`config.mk`:
```
export PLATFORM = sky130hd
export DESIGN_NAME = hazard_forward_unit
export DESIGN_NICKNAME = d
export VERILOG_FILES = /design/src/rtl/hazard_forward_unit.sv
export SDC_FILE = /design/constraint.sdc
export NUM_CORES = 1
export LEC_CHECK = 0
export CORE_MARGIN = 2
export CORE_UTILIZATION = 47
export DETAILED_ROUTE_END_ITERATION = 10
export PLACE_DENSITY = 0.87
export SYNTH_ARGS = -nofsm -noshare
export SYNTH_HDL_FRONTEND = slang
export SYNTH_SLANG_ARGS = --single-unit
```
`constraint.sdc`:
```
create_clock -name CLK -period 2.4 [get_ports CLK]
set_input_delay 0.36 -clock CLK [delete_from_list [all_inputs] [get_ports CLK]]
set_output_delay 0.36 -clock CLK [all_outputs]
set_load 0.05 [all_outputs]
```
`src/rtl/hazard_forward_unit.sv`:
```
// Hazard detection and operand forwarding for the decode/execute boundary.
// Tracks DEPTH post-execute producers and issues registered forward selects aligned with execute.
module hazard_forward_unit #(
  parameter int REG_ADDR_W = 4,
  parameter int DEPTH      = 2,
  parameter int MULT_LAT   = 2,
  parameter int CNT_W      = 16,
  localparam int SEL_W     = $clog2(DEPTH + 1)
) (
  input  logic                  CLK,
  input  logic                  RST,
  input  logic                  dec_valid,
  input  logic [REG_ADDR_W-1:0] dec_src_a,
  input  logic [REG_ADDR_W-1:0] dec_src_b,
  input  logic                  dec_use_a,
  input  logic                  dec_use_b,
  input  logic [REG_ADDR_W-1:0] dec_dest,
  input  logic                  dec_has_wb,
  input  logic                  dec_is_mult,
  input  logic                  redirect,
  output logic                  dec_accept,
  output logic                  stall,
  output logic [SEL_W-1:0]      fwd_sel_a,
  output logic [SEL_W-1:0]      fwd_sel_b,
  output logic                  exe_valid,
  output logic [CNT_W-1:0]      stall_cnt
);

  // Handshake: the decode instruction transfers into execute at the rising edge where
  // dec_valid and dec_accept are both high; a valid instruction that is not accepted
  // either waits (stall) or is discarded by the decoder (redirect squash).

  logic                  eValid  [1:DEPTH];
  logic [REG_ADDR_W-1:0] eDest   [1:DEPTH];
  logic                  eHasWb  [1:DEPTH];
  logic                  eIsMult [1:DEPTH];

  logic [SEL_W-1:0] candA;
  logic [SEL_W-1:0] candB;
  logic             readyA;
  logic             readyB;

  // Scanning oldest to youngest lets the youngest match overwrite, including its readiness.
  always_comb begin
    candA  = '0;
    candB  = '0;
    readyA = 1'b1;
    readyB = 1'b1;
    for (int j = DEPTH; j >= 1; j--) begin
      if (dec_use_a && eValid[j] && eHasWb[j] && (eDest[j] == dec_src_a)) begin
        candA  = SEL_W'(j);
        readyA = !eIsMult[j] || (j >= MULT_LAT);
      end
      if (dec_use_b && eValid[j] && eHasWb[j] && (eDest[j] == dec_src_b)) begin
        candB  = SEL_W'(j);
        readyB = !eIsMult[j] || (j >= MULT_LAT);
      end
    end
  end

  assign stall      = dec_valid & ~redirect & (~readyA | ~readyB);
  assign dec_accept = dec_valid & ~stall & ~redirect;

  always_ff @(posedge CLK or negedge RST) begin
    if (!RST) begin
      for (int j = 1; j <= DEPTH; j++) begin
        eValid[j]  <= 1'b0;
        eDest[j]   <= '0;
        eHasWb[j]  <= 1'b0;
        eIsMult[j] <= 1'b0;
      end
      fwd_sel_a <= '0;
      fwd_sel_b <= '0;
      exe_valid <= 1'b0;
      stall_cnt <= '0;
    end else begin
      // The oldest entry falls off: its writeback is done and the bank is current.
      for (int j = 2; j <= DEPTH; j++) begin
        eValid[j]  <= eValid[j-1];
        eDest[j]   <= eDest[j-1];
        eHasWb[j]  <= eHasWb[j-1];
        eIsMult[j] <= eIsMult[j-1];
      end
      eValid[1]  <= dec_accept;
      eDest[1]   <= dec_dest;
      eHasWb[1]  <= dec_has_wb;
      eIsMult[1] <= dec_is_mult;
      exe_valid  <= dec_accept;
      fwd_sel_a  <= dec_accept ? candA : '0;
      fwd_sel_b  <= dec_accept ? candB : '0;
      if (stall && (stall_cnt != '1)) begin
        stall_cnt <= stall_cnt + CNT_W'(1);
      end
    end
  end

endmodule
```
==> results of run 1 <==
## worst max-delay path, stage by stage
cell,delay [ns]
clkdlybuf4s50_1,0.52
xnor2_1,0.13
nand4_1,0.16
or2_2,0.35
nand2_1,0.09
and3_1,0.21
buf_12,0.14
## power by group through the flow
stage          sequential (µW)  clock, µW  combinational, µW
2_1_floorplan              597          0               34.9
3_3_place_gp               591          0                102
3_5_place_dp               592          0                106
4_1_cts                    581        444                107
5_1_grt                    583        474                117
6_report                   581        438                107
## cells in the mapped netlist (all sizes together)
library cell  count  share of area
dfrtp            33           0.54
xnor2            15          0.086
xor2             13          0.075
nand3            12          0.040
nor3              9          0.033
nand2             8          0.020
nor4              6          0.029
and3              5          0.021
nand4             5          0.021
mux2              4          0.030
or2               4          0.016
nor2              3         0.0074
nor4b             3          0.021
inv               2         0.0049
nand2b            2         0.0082
a21oi             1         0.0033
buf               1         0.0074
clkbuf            1         0.0025
ha                1         0.0082
nor2b             1         0.0041
o2111a            1         0.0074
o32a              1         0.0066
o32ai             1         0.0058
## final cells by class
type / count / area (µm²) / area share
inverters: 2 / 7.51 / 0.00354
clock inverters: 2 / 37.5 / 0.0177
repair buffers: 46 / 470 / 0.222
well taps: 44 / 55.1 / 0.0260
multi-input cells: 95 / 672 / 0.317
clock buffers: 6 / 51.3 / 0.0242
flip-flops and latches: 33 / 826 / 0.390
## metal layers
| metal | part of all wire | GRT usage | up-vias |
|---|---|---|---|
| met3 | 0.044 | 0.0661 | 8 |
| met2 | 0.51 | 0.339 | 35 |
| met5 | 0 | 0 | - |
| met1 | 0.42 | 0.253 | 582 |
| li1 | - | - | 575 |
| met4 | 0.025 | 0.106 | 0 |
## cell families after synthesis
| logic type | synth area share |
|---|---|
| AOI/OAI and AO/OA | 0.0230 |
| and+or+nand+nor | 0.220 |
| buffers and inverters | 0.0148 |
| DFF | 0.543 |
| xor gates and xnor gates | 0.161 |
| muxes | 0.0296 |
| adders and majority gates | 0.00823 |
## sequential cells by signal (all words and copies together) (netlist names)
signal     count
stall_cnt     16
eDest          8
eHasWb         2
eValid         2
fwd_sel_a      2
fwd_sel_b      2
eIsMult        1
## metrics by stage
step / util / setup slack, ns
floorplan: - / 0.199
global placement: 0.663 / 0.0652
detailed placement: 0.663 / -0.0279
CTS: 0.692 / 0.0759
global route: 0.694 / 0.00367
finish: 0.694 / 0.0755
## worst min path at each step
stage,end,slack [ns],cells after the start
finish,eDest[7],0.40,2
detailed placement,eHasWb[0],0.40,0
floorplan,eDest[0],0.06,0
global route,eIsMult[1],0.43,1
global placement,eHasWb[0],0.40,0
CTS,fwd_sel_a[1],0.41,2
## timing repair
item,4_1_cts,5_1_grt
buffers inserted,0,1
setup endpoints to repair,0,1
hold buffers,0,0
==> results.md, run 1 <==
- Hold Vio Cnt, Final: 0
- Switch Pwr: 253 µW
- Hold WC Path Type: input port to async pin
- Unrepaired setup endpoints after global routing: false
- TritonRoute pass-1 iters: 4
- TritonCTS clock tree: done
- Worst skew pair latency: 0.34 ns
- Initial antenna violation count: 0
- Syn_nets: 153
- R2R Setup Slk: 0.31 ns
- Placed Area: 2020 µm²
- Fmax: 430 MHz
- Worst slew pin tran: a little over 0.5 ns
- Fraction of layout cells with a size suffix above 1: 0.120
- Worst VDD drop: 0.000469 V
- Internal Pwr Total: around 870 µW
- CP Max Fanout: 4
- Fin Setup TNS: 0 ns
- Dpl cells: ~220
- Vias in the first global route: 1,231
- H-tree depth: 2
- Num rows: 20
- Post-Syn Instances: 132
- Area Growth Syn to Fin: 39.4%
- Vias after detailed routing: 1,200
- Non-filler cells, final: 228
- Syn_area_per_cell: 11.5 µm²
- Sequential-to-total area share from yosys stat: 0.543
- Clk sinks: 33
- Worst R2R Path Depth: 6
- Critical path class: input port to output port
- Status: finished clean
- Critical Path Sink: stall
- Seq pwr share: 0.516
- Post-synthesis cell type count: 27
- Most frequent cells in the layout: 40 x clkdlybuf4s50_1, 33 x dfrtp_1, 15 x xnor2_1
- Via/cell ratio: 5.26
- Most common cell after layout, fill and taps aside: clkdlybuf4s50_1
- First-pass GRT wire length: 5.57 mm
- GP Congestion: 0.856
- Starting Density: 0.498
- Die height: 60.9 µm
- Nets@finish: 204
- # Max-Cap Violations: 0
- Clk pwr share: 0.389
- Leakage: 0.000904 µW
- Register bit total from synthesis: 33
- Critical Path Start: dec_src_a[1]
- Core area: between 3000 and 4000 µm²
- Chip width: roughly 60 µm
- CP required: roughly 2.0 ns
- Min Tclk post-route: 2.32 ns
- WHS: approximately 0.40 ns
- Max-slew headroom: 0.655
- # diodes: 0
- Setup crit start kind: input port
- Worst r2r src: eDest[7]
- CTS resizes: 0
- Clk_skew: 0.00644 ns
- Root Driver: clkbuf_4
- Sw frac: 0.225
- CP endpoint kind: output port
- Global route overflow: 0
- 1st-iter DRT viols: 51
- Final Instance Area: 2120 µm²
- Synth warn: 0
- Full die area: around 3700 µm²
- Combinational fraction of design power: 0.095
- Worst EP arrival: roughly 2.0 ns
- IO buf count: 42
- Avg WL per Cell: approximately 14 µm
- Total CTS buffers: 5
- Post-route ant nets: 0
- Final setup violation count: 0
- Max-slew violations: 0
- Total power: 1130 µW
- Power Dens Cells: 531 nW/µm²
- GRT Total Usage: 0.210
- Largest net degree at the start of global routing: 34
- Reg2reg end: stall_cnt[14]
- Period utilisation layout: 0.969
- Clk pin slew, worst setup/hold paths: roughly 0.1 ns
- Drt drc: 0
- FILL cells: 235
- I/O pins: 43
- Cell Area, Synth: between 1500 and 2000 µm²
- Final WL: 3.28 mm
- Clk buf depth: 2
- Detail Placement HPWL: 2.57 mm
No activity file was read; power rests on OpenSTA's default activity.
==> run 2: changes to the inputs <==
--- a/config.mk
+++ b/config.mk
@@ -5,10 +5,11 @@
 export SDC_FILE = /design/constraint.sdc
 export NUM_CORES = 1
 export LEC_CHECK = 0
-export CORE_MARGIN = 2
-export CORE_UTILIZATION = 47
+export CORE_MARGIN = 1
+export CORE_UTILIZATION = 50
 export DETAILED_ROUTE_END_ITERATION = 10
-export PLACE_DENSITY = 0.87
+export HOLD_SLACK_MARGIN = 0.06
+export PLACE_DENSITY = 0.91
 export SYNTH_ARGS = -nofsm -noshare
 export SYNTH_HDL_FRONTEND = slang
 export SYNTH_SLANG_ARGS = --single-unit
==> constraint.sdc (replaced) <==
create_clock -name CLK -period 2.8 [get_ports CLK]
set_input_delay 0.42 -clock CLK [delete_from_list [all_inputs] [get_ports CLK]]
set_output_delay 0.42 -clock CLK [all_outputs]
set_load 0.05 [all_outputs]
==> run 2 against run 1 <==
Compared with the run above: global-route usage is 3.5 points higher; the flow now finishes with violations (design-rule violations); die area shrank 12%; sequential share of layout area grew 0.94 points.
==> results.md, run 2 (synthesis results as in run 1) <==
- Status: finished with violations
- Failing checks: design-rule violations
- Min Tclk post-route: 2.43 ns
- Vias after detailed routing: 1,220
- Vias in the first global route: 1,274
- Worst EP arrival: 2.01 ns
- Unrepaired setup endpoints after global routing: false
- Period utilisation layout: 0.869
- Post-CTS Hold Fix Bufs: 0
- Clk sinks: 33
- Clk buf depth: 2
- CP required: approximately 2.4 ns
- GP Congestion: 0.869
- Post-CTS setup repair buffer count: 0
- H-tree depth: 2
- Worst path cell trace: clkdlybuf4s50_1, xnor2_1, nand4_1, or2_2, nand2_1, and3_1, buf_12
- Chip width: 57.1 µm
- Final WL: 3.36 mm
- Hold WC Path Type: flip-flop to flip-flop
- Wl on met1: 1.26 mm
- Nets@finish: 202
- Hold Path Sink: eHasWb[0]
- Total CTS buffers: 5
- Most common cell after layout, fill and taps aside: clkdlybuf4s50_1
- Top Metal Used: met4
- Clk pin slew, worst setup/hold paths: around 0.090 ns
- First-pass GRT wire length: 5.78 mm
- Fraction of layout cells with a size suffix above 1: 0.110
- Starting Density: 0.537
- Total power: approximately 890 µW
- Root Driver: clkbuf_4
- I/O pins: 43
- Max incr delay on CP: between 0.5 and 0.6 ns
- Met3 routed WL: 205 µm
- Post-route ant nets: 0
- Initial antenna violation count: 0
- Leakage: 0.000891 µW
- CTS resizes: 0
- Top delay family on crit path: simple AND/OR/NAND/NOR gates
- Largest register FFs: 16
- Worst skew pair latency: 0.34 ns
- 1st-iter DRT viols: 37
- Hold Vio Cnt, Final: 0
- Worst R2R Path Depth: 5
- Critical path class: input port to output port
- Fmax: a little over 400 MHz
- Max-slew violations: 0
- # Max-Cap Violations: 0
- Slowest CP cell: clkdlybuf4s50_1
- CP Max Fanout: 4
- Avg WL per Cell: roughly 16 µm
- Largest Register: stall_cnt
- Detail Placement HPWL: 2.63 mm
- Worst slew pin tran: 0.518 ns
- Reg2reg end: stall_cnt[14]
- Final setup violation count: 0
- Drt drc: 6
- Full die area: 3260 µm²
- Min-delay src: eHasWb[1]
- Core area: 2830 µm²
- Num rows: 19
- R2R Setup Slk: 0.83 ns
- GRT Total Usage: 0.245
- Clk_skew: a little over 0.009 ns
- # diodes: 0
- Worst r2r src: eDest[5]
- Power Dens Cells: 431 nW/µm²
- Setup crit start kind: input port
- Most frequent cells in the layout: 40 x clkdlybuf4s50_1, 33 x dfrtp_1, 15 x xnor2_1
- Die height: 57.1 µm
- Fin Setup TNS: 0 ns
- Met2 WL: 1.81 mm
- CP endpoint kind: output port
- TritonCTS clock tree: done
- IO buf count: 42
- Worst VDD drop: roughly 0.00027 V
- Buffer and inverter count on the worst path: 2
- Largest net degree at the start of global routing: 34
- Max-slew headroom: 0.654
- Hold Path Stages: 0
- Area Growth Syn to Fin: 36.1%
- Largest registers: stall_cnt: 16 flops, eDest: 8 flops
- Via/cell ratio: roughly 5.7
- TritonRoute pass-1 iters: 7
- Global route overflow: 0
-- run 2: through the flow --
step / hold WS, ns / setup WS (ns) / utilization / cell area, µm² / cells
after floorplan: 0.124 / 0.565 / - / 1520 / 132
after global placement: 0.400 / 0.396 / 0.707 / 2000 / 205
after detailed placement: 0.422 / 0.326 / 0.707 / 2000 / 205
after CTS: 0.444 / 0.374 / 0.732 / 2070 / 213
after global routing: 0.470 / 0.283 / 0.732 / 2070 / 213
final: 0.442 / 0.367 / 0.732 / 2070 / 213
-- run 2: how the worst max path moves through the flow --
stage	cells past startpoint	end	startpoint
3_3_place_gp	6	stall_cnt[14]	dec_valid
4_1_cts	7	stall	dec_src_a[2]
2_1_floorplan	4	dec_accept	eValid[1]
5_1_grt	7	stall	dec_src_a[3]
3_5_place_dp	6	stall_cnt[12]	dec_valid
6_report	7	stall	dec_src_a[1]
-- run 2: power by group --
part / internal (µW) / total [µW] / switching (µW)
logic: 47.4 / 91.0 / 43.6
registers: 487 / 498 / 11.1
clock network: 145 / 303 / 158
-- run 2: area by class of cell --
cell class	count	area [µm²]
fill	199	759
timing repair buffer	44	455
clock buffer	7	65.1
sequential	33	826
tap	31	38.8
clock inverter	1	5.00
multi-input combinational	95	672
inverter	2	7.51
-- run 2: routing by layer --
| layer | track usage | up-vias |
|---|---|---|
| met5 | 0 | - |
| met4 | 0.150 | 0 |
| met3 | 0.0612 | 8 |
| met2 | 0.412 | 55 |
| met1 | 0.281 | 594 |
| li1 | - | 563 |
==> run 3: changes to the inputs <==
==> constraint.sdc (replaced) <==
create_clock -name CLK -period 2.8 [get_ports CLK]
set_input_delay 0.42 -clock CLK [delete_from_list [all_inputs] [get_ports CLK]]
set_output_delay 0.42 -clock CLK [all_outputs]
set_load 0.005 [all_outputs]
==> run 3 against run 2 <==
Compared with the run above: non-clock buffer count grew 2; clock-buffer cell count is the same; sequential power is essentially flat; the flow still finishes with violations (design-rule violations); power shrank 5.0%; fmax shrank 11%; first-iteration DRC count grew 76%; sequential share of layout area grew 0.39 points; combinational power shrank 9.3%; highest routed layer unchanged; clock power shrank 12%; flip-flop and latch count is the same; routed wire length shrank 1.3%; clock skew grew 0.0031 ns.
==> results.md, run 3 (synthesis results as in run 1) <==
- Placed Area: 1980 µm²
- CP endpoint kind: output port
- 1st-iter DRT viols: 65
- Full die area: 3260 µm²
- Post-route ant nets: 0
- Leakage: around 0.00088 µW
- Buffer and inverter count on the worst path: 2
- WHS: 0.429 ns
- Max incr delay on CP: ~0.51 ns
- Period utilisation layout: 0.974
- Top delay family on crit path: buffers and inverters
- Post-CTS Hold Fix Bufs: 0
- Power Dens Cells: 414 nW/µm²
- TritonRoute pass-1 iters: 7
- Max-slew violations: 0
- CP Max Fanout: 4
- Total power: 848 µW
- Final Instance Area: 2050 µm²
- Clk sinks: 33
- Avg WL per Cell: between 15 and 20 µm
- H-tree depth: 2
- Worst slew pin tran: 0.462 ns
- Hold WC Path Type: flip-flop to flip-flop
- Fin util: 0.724
- Status: finished with violations
- Total CTS buffers: 5
- Initial antenna violation count: 0
- First-pass GRT wire length: 5.55 mm
- IO buf count: 42
- Worst EP arrival: between 2 and 2.5 ns
- Detail Placement HPWL: 2.46 mm
- TritonCTS clock tree: done
- Via/cell ratio: 5.77
- Vias after detailed routing: 1,235
- Setup crit start kind: input port
- Drt drc: 6
- GP Congestion: 0.933
- Die height: ~57 µm
- Fraction of layout cells with a size suffix above 1: 0.0984
- Core area: 2830 µm²
- Largest registers: stall_cnt: 16 flops, eDest: 8 flops
- Final WL: 3.31 mm
- Failing checks: design-rule violations
- Final setup violation count: 0
- Most common cell after layout, fill and taps aside: clkdlybuf4s50_1
- Area Growth Syn to Fin: 34.8%
- CTS resizes: 0
- # diodes: 0
- CP required: 2.38 ns
- Starting Density: 0.537
- Critical path class: input port to output port
- FILL cells: 208
- Num rows: 19
- Slowest CP cell: clkdlybuf4s50_1
- Nets@finish: 204
- Hold Vio Cnt, Final: 0
- Post-CTS setup repair buffer count: 0
- Largest Register: stall_cnt
- Root Driver: clkbuf_4
- Global route overflow: 0
- Largest register FFs: 16
- Most frequent cells in the layout: 42 x clkdlybuf4s50_1, 33 x dfrtp_1, 15 x xnor2_1
- Clk_skew: 0.0123 ns
- Fmax: 367 MHz
- Clk pin slew, worst setup/hold paths: around 0.090 ns
- GRT Total Usage: 0.226
- Largest net degree at the start of global routing: 34
- Max-slew headroom: 0.691
- I/O pins: 43
- Vias in the first global route: approximately 1,200
- Clk buf depth: 2
- Min Tclk post-route: around 2.7 ns
- Worst path cell trace: clkdlybuf4s50_1, xnor2_1, nand3_1, or2_2, nand2_1, and3_1, clkdlybuf4s50_1
- Fin Setup TNS: 0 ns
- Chip width: 57.1 µm
- Crit path top cell by count: clkdlybuf4s50_1
- Worst VDD drop: between 0.0002 and 0.0003 V
- Worst skew pair latency: between 0.3 and 0.4 ns
- # Max-Cap Violations: 0
==> run 3: worst paths after layout <==
kind	from	end	slack [ns]	cells past startpoint
max in group asynchronous	RST	eDest[2]	2.03	2
min in group asynchronous	RST	stall_cnt[3]	0.48	2
setup reg to reg	eDest[4]	stall_cnt[14]	0.48	7
setup / recovery	dec_src_a[0]	stall	0.07	7
hold reg to reg	eHasWb[1]	eHasWb[0]	0.43	0
hold / removal	eHasWb[1]	eHasWb[0]	0.43	0
==> run 3: per-layer routing <==
metal,track usage,share of wire,vias to the layer above
li1,-,-,569
met1,0.280,0.41,601
met2,0.385,0.50,49
met3,0.0431,0.057,16
met4,0.105,0.034,0
met5,0,0,-
==> run 3: power breakdown <==
| group | internal, µW | switching [µW] |
|---|---|---|
| sequential | 487 | 11.1 |
| combinational | 48.3 | 34.3 |
| clock | 118 | 149 |
==> run 3: cell type report <==
cell class | count | area (µm²) | area share
timing repair buffer | 46 | 450 | 0.220
clock buffer | 7 | 55.1 | 0.0269
inverter | 2 | 7.51 | 0.00366
multi-input combinational | 95 | 672 | 0.328
sequential | 33 | 826 | 0.403
tap | 31 | 38.8 | 0.0189
==> run 3: per-stage QoR <==
stage / cells / setup WS (ns)
after floorplan: 132 / 0.936
after global placement: 205 / 0.145
after detailed placement: 205 / 0.0852
after CTS: 212 / 0.0781
after global routing: 214 / -0.0433
final: 214 / 0.0729
